[config.mk]
export PLATFORM = sky130hd
export DESIGN_NAME = nvram_port_arb
export DESIGN_NICKNAME = d
export VERILOG_FILES = /design/src/rtl/nvram_pkg.sv /design/src/rtl/nvram_arb_pick.sv /design/src/rtl/nvram_port_arb.sv
export SDC_FILE = /design/constraint.sdc
export NUM_CORES = 1
export LEC_CHECK = 0
export ABC_AREA = 1
export CORE_UTILIZATION = 42
export CTS_CLUSTER_DIAMETER = 40
export DETAILED_ROUTE_END_ITERATION = 8
export PLACE_DENSITY = 0.86
export SLEW_MARGIN = 10
export SYNTH_ARGS = -nofsm -noshare
export SYNTH_HDL_FRONTEND = slang
export SYNTH_SLANG_ARGS = --single-unit
[constraint.sdc]
create_clock -name clk -period 1.62 [get_ports clk]
set_input_delay 0.243 -clock clk [delete_from_list [all_inputs] [get_ports clk]]
set_output_delay 0.243 -clock clk [all_outputs]
set_load 0.005 [all_outputs]
[src/rtl/nvram_pkg.sv]
// Shared definitions for the work-RAM side-port arbiter: FSM state encoding,
// requester indices and the default pause padding.
// No ports; imported by nvram_port_arb and nvram_arb_pick.
package nvram_pkg;

  typedef enum logic [2:0] {
    IDLE       = 3'd0,
    WAIT_PAUSE = 3'd1,
    PAD_IN     = 3'd2,
    GRANT      = 3'd3,
    PAD_OUT    = 3'd4
  } arb_state_t;

  localparam int REQ_NVRAM        = 0;
  localparam int REQ_HISCORE      = 1;
  localparam int PAUSEPAD_DEFAULT = 4;

endpackage

[src/rtl/nvram_arb_pick.sv]
// Two-way winner picker: the requester named by ptr wins if it is asking,
// otherwise the other one. ptr held at 0 gives fixed priority to req[0].
// Ports: req (2 level requests), ptr (favoured index), win (one-hot, 0 if none).
module nvram_arb_pick
  import nvram_pkg::*;
(
  input  logic [1:0] req,
  input  logic       ptr,
  output logic [1:0] win
);

  always_comb begin
    win = 2'b00;
    if (req[ptr]) begin
      win[ptr] = 1'b1;
    end else if (req[~ptr]) begin
      win[~ptr] = 1'b1;
    end
  end

endmodule

[src/rtl/nvram_port_arb.sv]
// Arbitrates the game work-RAM side port between the nvram dump engine (req 0)
// and the hiscore engine (req 1), owning the CPU pause handshake around each grant.
// Latency: grant appears PAUSEPAD+1 cycles after paused is seen; mux adds none.
// Backpressure: requesters hold req until done; the core is held off via pause_cpu,
// and a core that never confirms aborts the request after TIMEOUT cycles (err).
// Ports: clk/reset (sync, active-high); paused in; req[1:0] in; gnt[1:0] out;
// addr0/1, wdata0/1, we0/1 in; ram_addr/ram_wdata/ram_we out; ram_rdata in;
// rdata, pause_cpu, busy, err out.
// Build option: define NVRAM_ARB_RR_EN for round-robin selection (default: req[0] priority).
module nvram_port_arb
  import nvram_pkg::*;
#(
  parameter int AWIDTH   = 8,
  parameter int PAUSEPAD = PAUSEPAD_DEFAULT,
  parameter int TIMEOUT  = 1023
) (
  input  logic              clk,
  input  logic              reset,
  input  logic              paused,
  input  logic [1:0]        req,
  output logic [1:0]        gnt,
  input  logic [AWIDTH-1:0] addr0,
  input  logic [AWIDTH-1:0] addr1,
  input  logic [7:0]        wdata0,
  input  logic [7:0]        wdata1,
  input  logic              we0,
  input  logic              we1,
  output logic [AWIDTH-1:0] ram_addr,
  output logic [7:0]        ram_wdata,
  output logic              ram_we,
  input  logic [7:0]        ram_rdata,
  output logic [7:0]        rdata,
  output logic              pause_cpu,
  output logic              busy,
  output logic              err
);

  localparam int CW = (PAUSEPAD > 0) ? $clog2(PAUSEPAD + 1) : 1;
  localparam int TW = $clog2(TIMEOUT + 1);
  localparam logic [CW-1:0] PAD_LOAD = CW'(PAUSEPAD);
  localparam logic [TW-1:0] T_LAST   = TW'(TIMEOUT - 1);
  localparam logic [TW-1:0] T_SAT    = TW'(TIMEOUT);

  arb_state_t    state, state_nxt;
  logic          sel, sel_nxt;
  logic [CW-1:0] cnt, cnt_nxt;
  logic [TW-1:0] tcnt, tcnt_nxt;
  logic [1:0]    gnt_nxt;
  logic          pause_nxt;
  logic          err_nxt;
  logic          rr_ptr;
  logic [1:0]    win;

`ifdef NVRAM_ARB_RR_EN
  logic rr_ptr_nxt;

  always_ff @(posedge clk) begin
    if (reset) rr_ptr <= 1'b0;
    else       rr_ptr <= rr_ptr_nxt;
  end
`else
  assign rr_ptr = 1'b0;
`endif

  nvram_arb_pick u_pick (
    .req (req),
    .ptr (rr_ptr),
    .win (win)
  );

  always_ff @(posedge clk) begin
    if (reset) begin
      state     <= IDLE;
      sel       <= 1'b0;
      cnt       <= '0;
      tcnt      <= '0;
      gnt       <= 2'b00;
      pause_cpu <= 1'b0;
      err       <= 1'b0;
    end else begin
      state     <= state_nxt;
      sel       <= sel_nxt;
      cnt       <= cnt_nxt;
      tcnt      <= tcnt_nxt;
      gnt       <= gnt_nxt;
      pause_cpu <= pause_nxt;
      err       <= err_nxt;
    end
  end

  always_comb begin
    state_nxt = state;
    sel_nxt   = sel;
    cnt_nxt   = cnt;
    tcnt_nxt  = tcnt;
    gnt_nxt   = gnt;
    pause_nxt = pause_cpu;
    err_nxt   = 1'b0;
`ifdef NVRAM_ARB_RR_EN
    rr_ptr_nxt = rr_ptr;
`endif
    case (state)
      IDLE: begin
        if (|win) begin
          sel_nxt   = win[REQ_HISCORE];
          pause_nxt = 1'b1;
          tcnt_nxt  = '0;
          state_nxt = WAIT_PAUSE;
        end
      end
      WAIT_PAUSE: begin
        // A withdrawn request still goes through PAD_OUT so the core gets its unpause pad.
        if (!req[sel]) begin
          cnt_nxt   = PAD_LOAD;
          state_nxt = PAD_OUT;
        end else if (paused) begin
          cnt_nxt   = PAD_LOAD;
          state_nxt = PAD_IN;
        end else if (tcnt == T_LAST) begin
          tcnt_nxt  = T_SAT;
          err_nxt   = 1'b1;
          pause_nxt = 1'b0;
          state_nxt = IDLE;
        end else begin
          tcnt_nxt = tcnt + 1'b1;
        end
      end
      PAD_IN: begin
        // Count only while the core confirms the pause; a core-side reset can drop it.
        if (!req[sel]) begin
          cnt_nxt   = PAD_LOAD;
          state_nxt = PAD_OUT;
        end else if (paused) begin
          if (cnt == '0) begin
            gnt_nxt      = 2'b00;
            gnt_nxt[sel] = 1'b1;
            state_nxt    = GRANT;
          end else begin
            cnt_nxt = cnt - 1'b1;
          end
        end
      end
      GRANT: begin
        if (!req[sel]) begin
          gnt_nxt   = 2'b00;
          cnt_nxt   = PAD_LOAD;
          state_nxt = PAD_OUT;
`ifdef NVRAM_ARB_RR_EN
          rr_ptr_nxt = ~sel;
`endif
        end
      end
      PAD_OUT: begin
        if (cnt != '0) begin
          cnt_nxt = cnt - 1'b1;
        end else if (req[~sel]) begin
          // Chain straight into the other requester while the CPU is still held.
          sel_nxt   = ~sel;
          cnt_nxt   = PAD_LOAD;
          state_nxt = PAD_IN;
        end else begin
          pause_nxt = 1'b0;
          state_nxt = IDLE;
        end
      end
      default: state_nxt = IDLE;
    endcase
  end

  always_comb begin
    ram_addr  = '0;
    ram_wdata = 8'h00;
    ram_we    = 1'b0;
    if (gnt[REQ_NVRAM]) begin
      ram_addr  = addr0;
      ram_wdata = wdata0;
      ram_we    = we0;
    end else if (gnt[REQ_HISCORE]) begin
      ram_addr  = addr1;
      ram_wdata = wdata1;
      ram_we    = we1;
    end
  end

  assign rdata = ram_rdata;
  assign busy  = (state != IDLE);

endmodule

# Word-level counts from Yosys, hierarchy flattened
# Cells that the tools add are included.
# totals
reg_bits	21
output_inout_bits	30
word_cells	110
# op_classes
add_sub_neg	2
n_lt_le_gt_ge	3
n_eq_ne	22
muxes	55
bitwise	3
reduce_logical	18
# op_table
operator	n
$mux W3	16
$mux W10	4
$mux W8	4
$ne A2 B2 Y1 const B	11
$pmux W10 S2	1
$mux W1	17
$ne A3 B3 Y1 const B	5
$pmux W3 S5	1
$mux W2	7
$pmux W3 S4	1
$reduce_and A6 Y1	2
$add A10 B1 Y10 const B	1
$eq A10 B10 Y1 const B	1
$reduce_bool A3 Y1	3
$reduce_and A4 Y1	2
$reduce_and A7 Y1	1
$eq A3 B2 Y1 const B	2
$logic_not A3 Y1	2
$reduce_bool A2 Y1	3
$reduce_and A5 Y1	1
$lt A1 B2 Y1 const B	2
$ne A4 B4 Y1 const B	1
$pmux W2 S2	1
$reduce_bool A4 Y1	1
other kinds (11)	13

# Longest topological paths before layout
# logic_depth
word_depth	8
mapped_depth	11

# Cells and area by module
# A second synthesis with hierarchy kept.
# unflattened
cells_unflattened	307
area_unflattened_um2	1764.2
# by_module_without_submodules
module	instances	cells_each	area_each_um2	seq_area_each_um2
nvram_port_arb	1	303	1736.7	420.4
nvram_arb_pick	1	4	27.5	0.0

# Least setup slack after synthesis
# No wires, ideal clock.
# synth_path
path_kind	register -> output
from	register gnt[1]
to	output ram_addr[0]
arrival_ns	1.042
t_required_ns	1.377
path_slack_ns	0.335
path_stages_with_launch	5
n_path_buf	2
cell_sequence	dfxtp_1 clkbuf_1 clkbuf_1 nand3_1 nand2_1
# synth_via
elab_chain_len	2
# synth_lines
element	line	rtl
start, declared	nvram_port_arb.sv:21	output logic [1:0] gnt,
start signal, assigned	nvram_port_arb.sv:85	gnt <= gnt_nxt;
$mux W8	nvram_port_arb.sv:178	end else if (gnt[REQ_HISCORE]) begin
$mux W8	nvram_port_arb.sv:174	if (gnt[REQ_NVRAM]) begin
end, declared	nvram_port_arb.sv:28	output logic [AWIDTH-1:0] ram_addr,
# No other way between the ends.

# Worst setup path in the final report
# layout_path
from	register gnt[0]
to	output gnt[0]
# No word-level cell between the ends.

==> flow_summary.ini <==
[yosys]
synthXorXnorAreaFrac_pct = 0.5043
synthTopCellsByArea = dfxtp_1, nand2_1, nand3_1, inv_1, a21oi_1
synth_simple_gate_area_share_pct = 48.92
synth_area_sq_um = 1737
synth_top_area_cell = dfxtp_1
syn_inst = 304
synthMuxAreaShare_pct = 0
synth_ff_type = dfxtp_1
yosysWarnings = 0
synth-seq-area-share_pct = 24.21
synth_top_cell_area_share_pct = 24.21
synth_fp_nets = 355
synth.avg_cell_area_sq_um = 5.713
synthAdderAreaFrac_pct = 2.882
synth_compound_area_share_pct = 9.582
ys_ff_latch = 21
synth_cell_type_count = 26
synth_top_family_by_area = simple AND/OR/NAND/NOR gates
async_reset_ff_share_pct = 0
synth_edf_count = 0

[global_route]
grtUsageTotal_pct = 22.51
gr-max-usage-layer = met2
use_met2_pct = 38.27
grt_pass1_vias = 1785
antenna_found_initial = 0
grt_max_degree = 19
overflow = 0
grt_pass1_wl_mm = 7.679
met3_usage_pct = 4.828
met1_usage_pct = 27.10

[timing]
slew_headroom_pct = 79.28
drv_slew = 0
period_minus_slack_ns = 1.533
clock-skew-final_ns = 0.005509
tightest_slew_ns = 0.3097
post-route-period-util_pct = 94.62
max_freq_mhz = 652.4
final.setup.worst_slack_ns = 0.08714
hold_viol_final = 0
finalSetupViolCount = 0
setup_tns_ns = 0

[floorplan]
start_util_pct = 43.73
ios = 77
die_y_microns = 66.31
core_sq_um = 3971
chipWidth_microns = 66.31
dieArea_sq_um = 4396
rows = 23

[place]
routabilityCongestion = 0.8882
port_buffers = 60
place_ws_ns = -0.06875
placed_cells = 413
post-dp-hpwl_mm = 3.683
place_area_sq_um = 2422

[hold_path]
hold_class = input pin to output port

[clocking]
clock-root-buffer = clkbuf_8
numCtsBuffers = 3
cts_hold_buffers = 0
cts_tree = built
clk_pin_slew_ns = 0.08
clockBufferDepth = 2
cts-htree-levels = 1
clk_latency_ns = 0.27
cts.sinks = 21

[power]
finalPower_w = 0.003432
max-vdd-ir-drop_mv = 0.9296
p_per_area_nw_per_um2 = 1345
p_leak_nw = 1.285

[cells_and_area]
post_route_cells_drive_above_1_share_pct = 16.58
fin_cells = 424
layout.nets = 426
multi_input_area_sq_um = 1102
ff_latch_area_sq_um = 431.7
nFillCells = 351
syn2layout_area_growth_pct = 46.97
n_antenna_cell = 0
post-route-cell-area_sq_um = 2552

[route]
drt_iter0_markers = 129
ant_nets = 0
routedWlPerCell_microns = 11.83
routed_wirelength_mm = 5.014
drc = 0
viasPerCell = 4.965
via_count = 2105
dr.pass1.iters = 4

[critical_path]
crit_fanout = 9
r2r_slack_ns = 0.10
end_kind = output port
cp_data_required_time_ns = 1.38
critical_path_class = flop to output port
cp-start-kind = flop
arrival_ns = 1.29

[status]
status = completed

[flow_run]
max_cap_viol_count = 0
metal layers:
metal | part of all wire (%) | wire length (microns) | vias to the layer above
met5 | 0 | 0 | -
met4 | 2.3 | 113 | 0
met3 | 4.2 | 213 | 13
met2 | 52 | 2623 | 58
met1 | 41 | 2063 | 938
li1 | - | - | 1096
power breakdown:
group / internal (W) / leakage (nW) / switching [W] / total (W)
Sequential: 0.000650 / 0.174 / 0.000100 / 0.000750
Combinational: 0.00104 / 1.09 / 0.00128 / 0.00232
Clock: 0.000176 / 0.0228 / 0.000184 / 0.000360
Total: 0.00187 / 1.28 / 0.00156 / 0.00343
repair_timing:
item | 4_1_cts | 5_1_grt
pin swaps | 1 | 1
resized for setup | 30 | 7
buffers inserted | 5 | 1
cloned | 1 | 0
setup endpoints to repair | 18 | 8
placed cells by master, fill, tap and decap left out, types with 6 or more instances in the layout:
cell	Yosys	layout
nand2_1	108	106
clkdlybuf4s50_1	0	42
nand3_1	41	38
inv_1	27	27
nor2_1	23	22
a21oi_1	20	20
buf_4	8	20
dlygate4sd2_1	0	17
dfxtp_1	21	16
o21ai_0	9	9
nor2_2	8	8
inv_2	7	7
nand2_2	4	6
cell usage after synthesis (2+ instances only):
cell type,instances
a21oi_1,20
buf_4,8
buf_6,2
clkbuf_1,5
dfxtp_1,21
ha_1,4
inv_1,27
inv_2,7
nand2_1,108
nand2_2,4
nand2_4,2
nand3_1,41
nand3b_1,2
nand4_1,3
nor2_1,23
nor2_2,8
o21ai_0,9
o21ai_1,2
kinds of logic after synthesis:
| logic type | Yosys count |
|---|---|
| adders and majority gates | 4 |
| buffers and inverters | 52 |
| DFF | 21 |
| xor gates and xnor gates | 1 |
| and+or+nand+nor | 194 |
| AOI/OAI and AO/OA | 32 |
worst max-delay path, cell delays in order (launching register included):
cell and delay (ns):
dfxtp_4 0.39, buf_6 0.14, clkdlybuf4s50_1 0.50
per-stage QoR:
stage	util, %	hold slack (ns)
3_3_place_gp	61.00	0.4720
5_1_grt	64.27	0.4860
4_1_cts	63.42	0.4860
2_1_floorplan	-	0.4525
3_5_place_dp	61.00	0.4773
6_report	64.27	0.4860
state kept, by name, summed over array words and instances (netlist names):
name / count
pause_cpu: 1
cnt: 3
sel: 1
tcnt: 10
gnt: 2
err: 1
state: 3
cell type report:
type	instances	area share, %
sequential	21	16.91
tap	50	2.451
clock buffer	4	1.765
inverter	35	5.343
multi-input combinational	231	43.19
timing repair buffer	83	30.34
worst paths after layout:
kind                                       startpoint  cells past startpoint                   to
worst max-delay path              gnt[0]$_SDFFE_PP0P_                      2               gnt[0]
worst min-delay path                     ram_rdata[2]                      0             rdata[2]
worst max register to register  state[1]$_SDFFE_PP0P_                      9     sel$_SDFFE_PP0P_
worst min register to register    cnt[2]$_SDFFE_PP0P_                      2  cnt[2]$_SDFFE_PP0P_
Note: power is estimated with default switching activity, not from simulation.
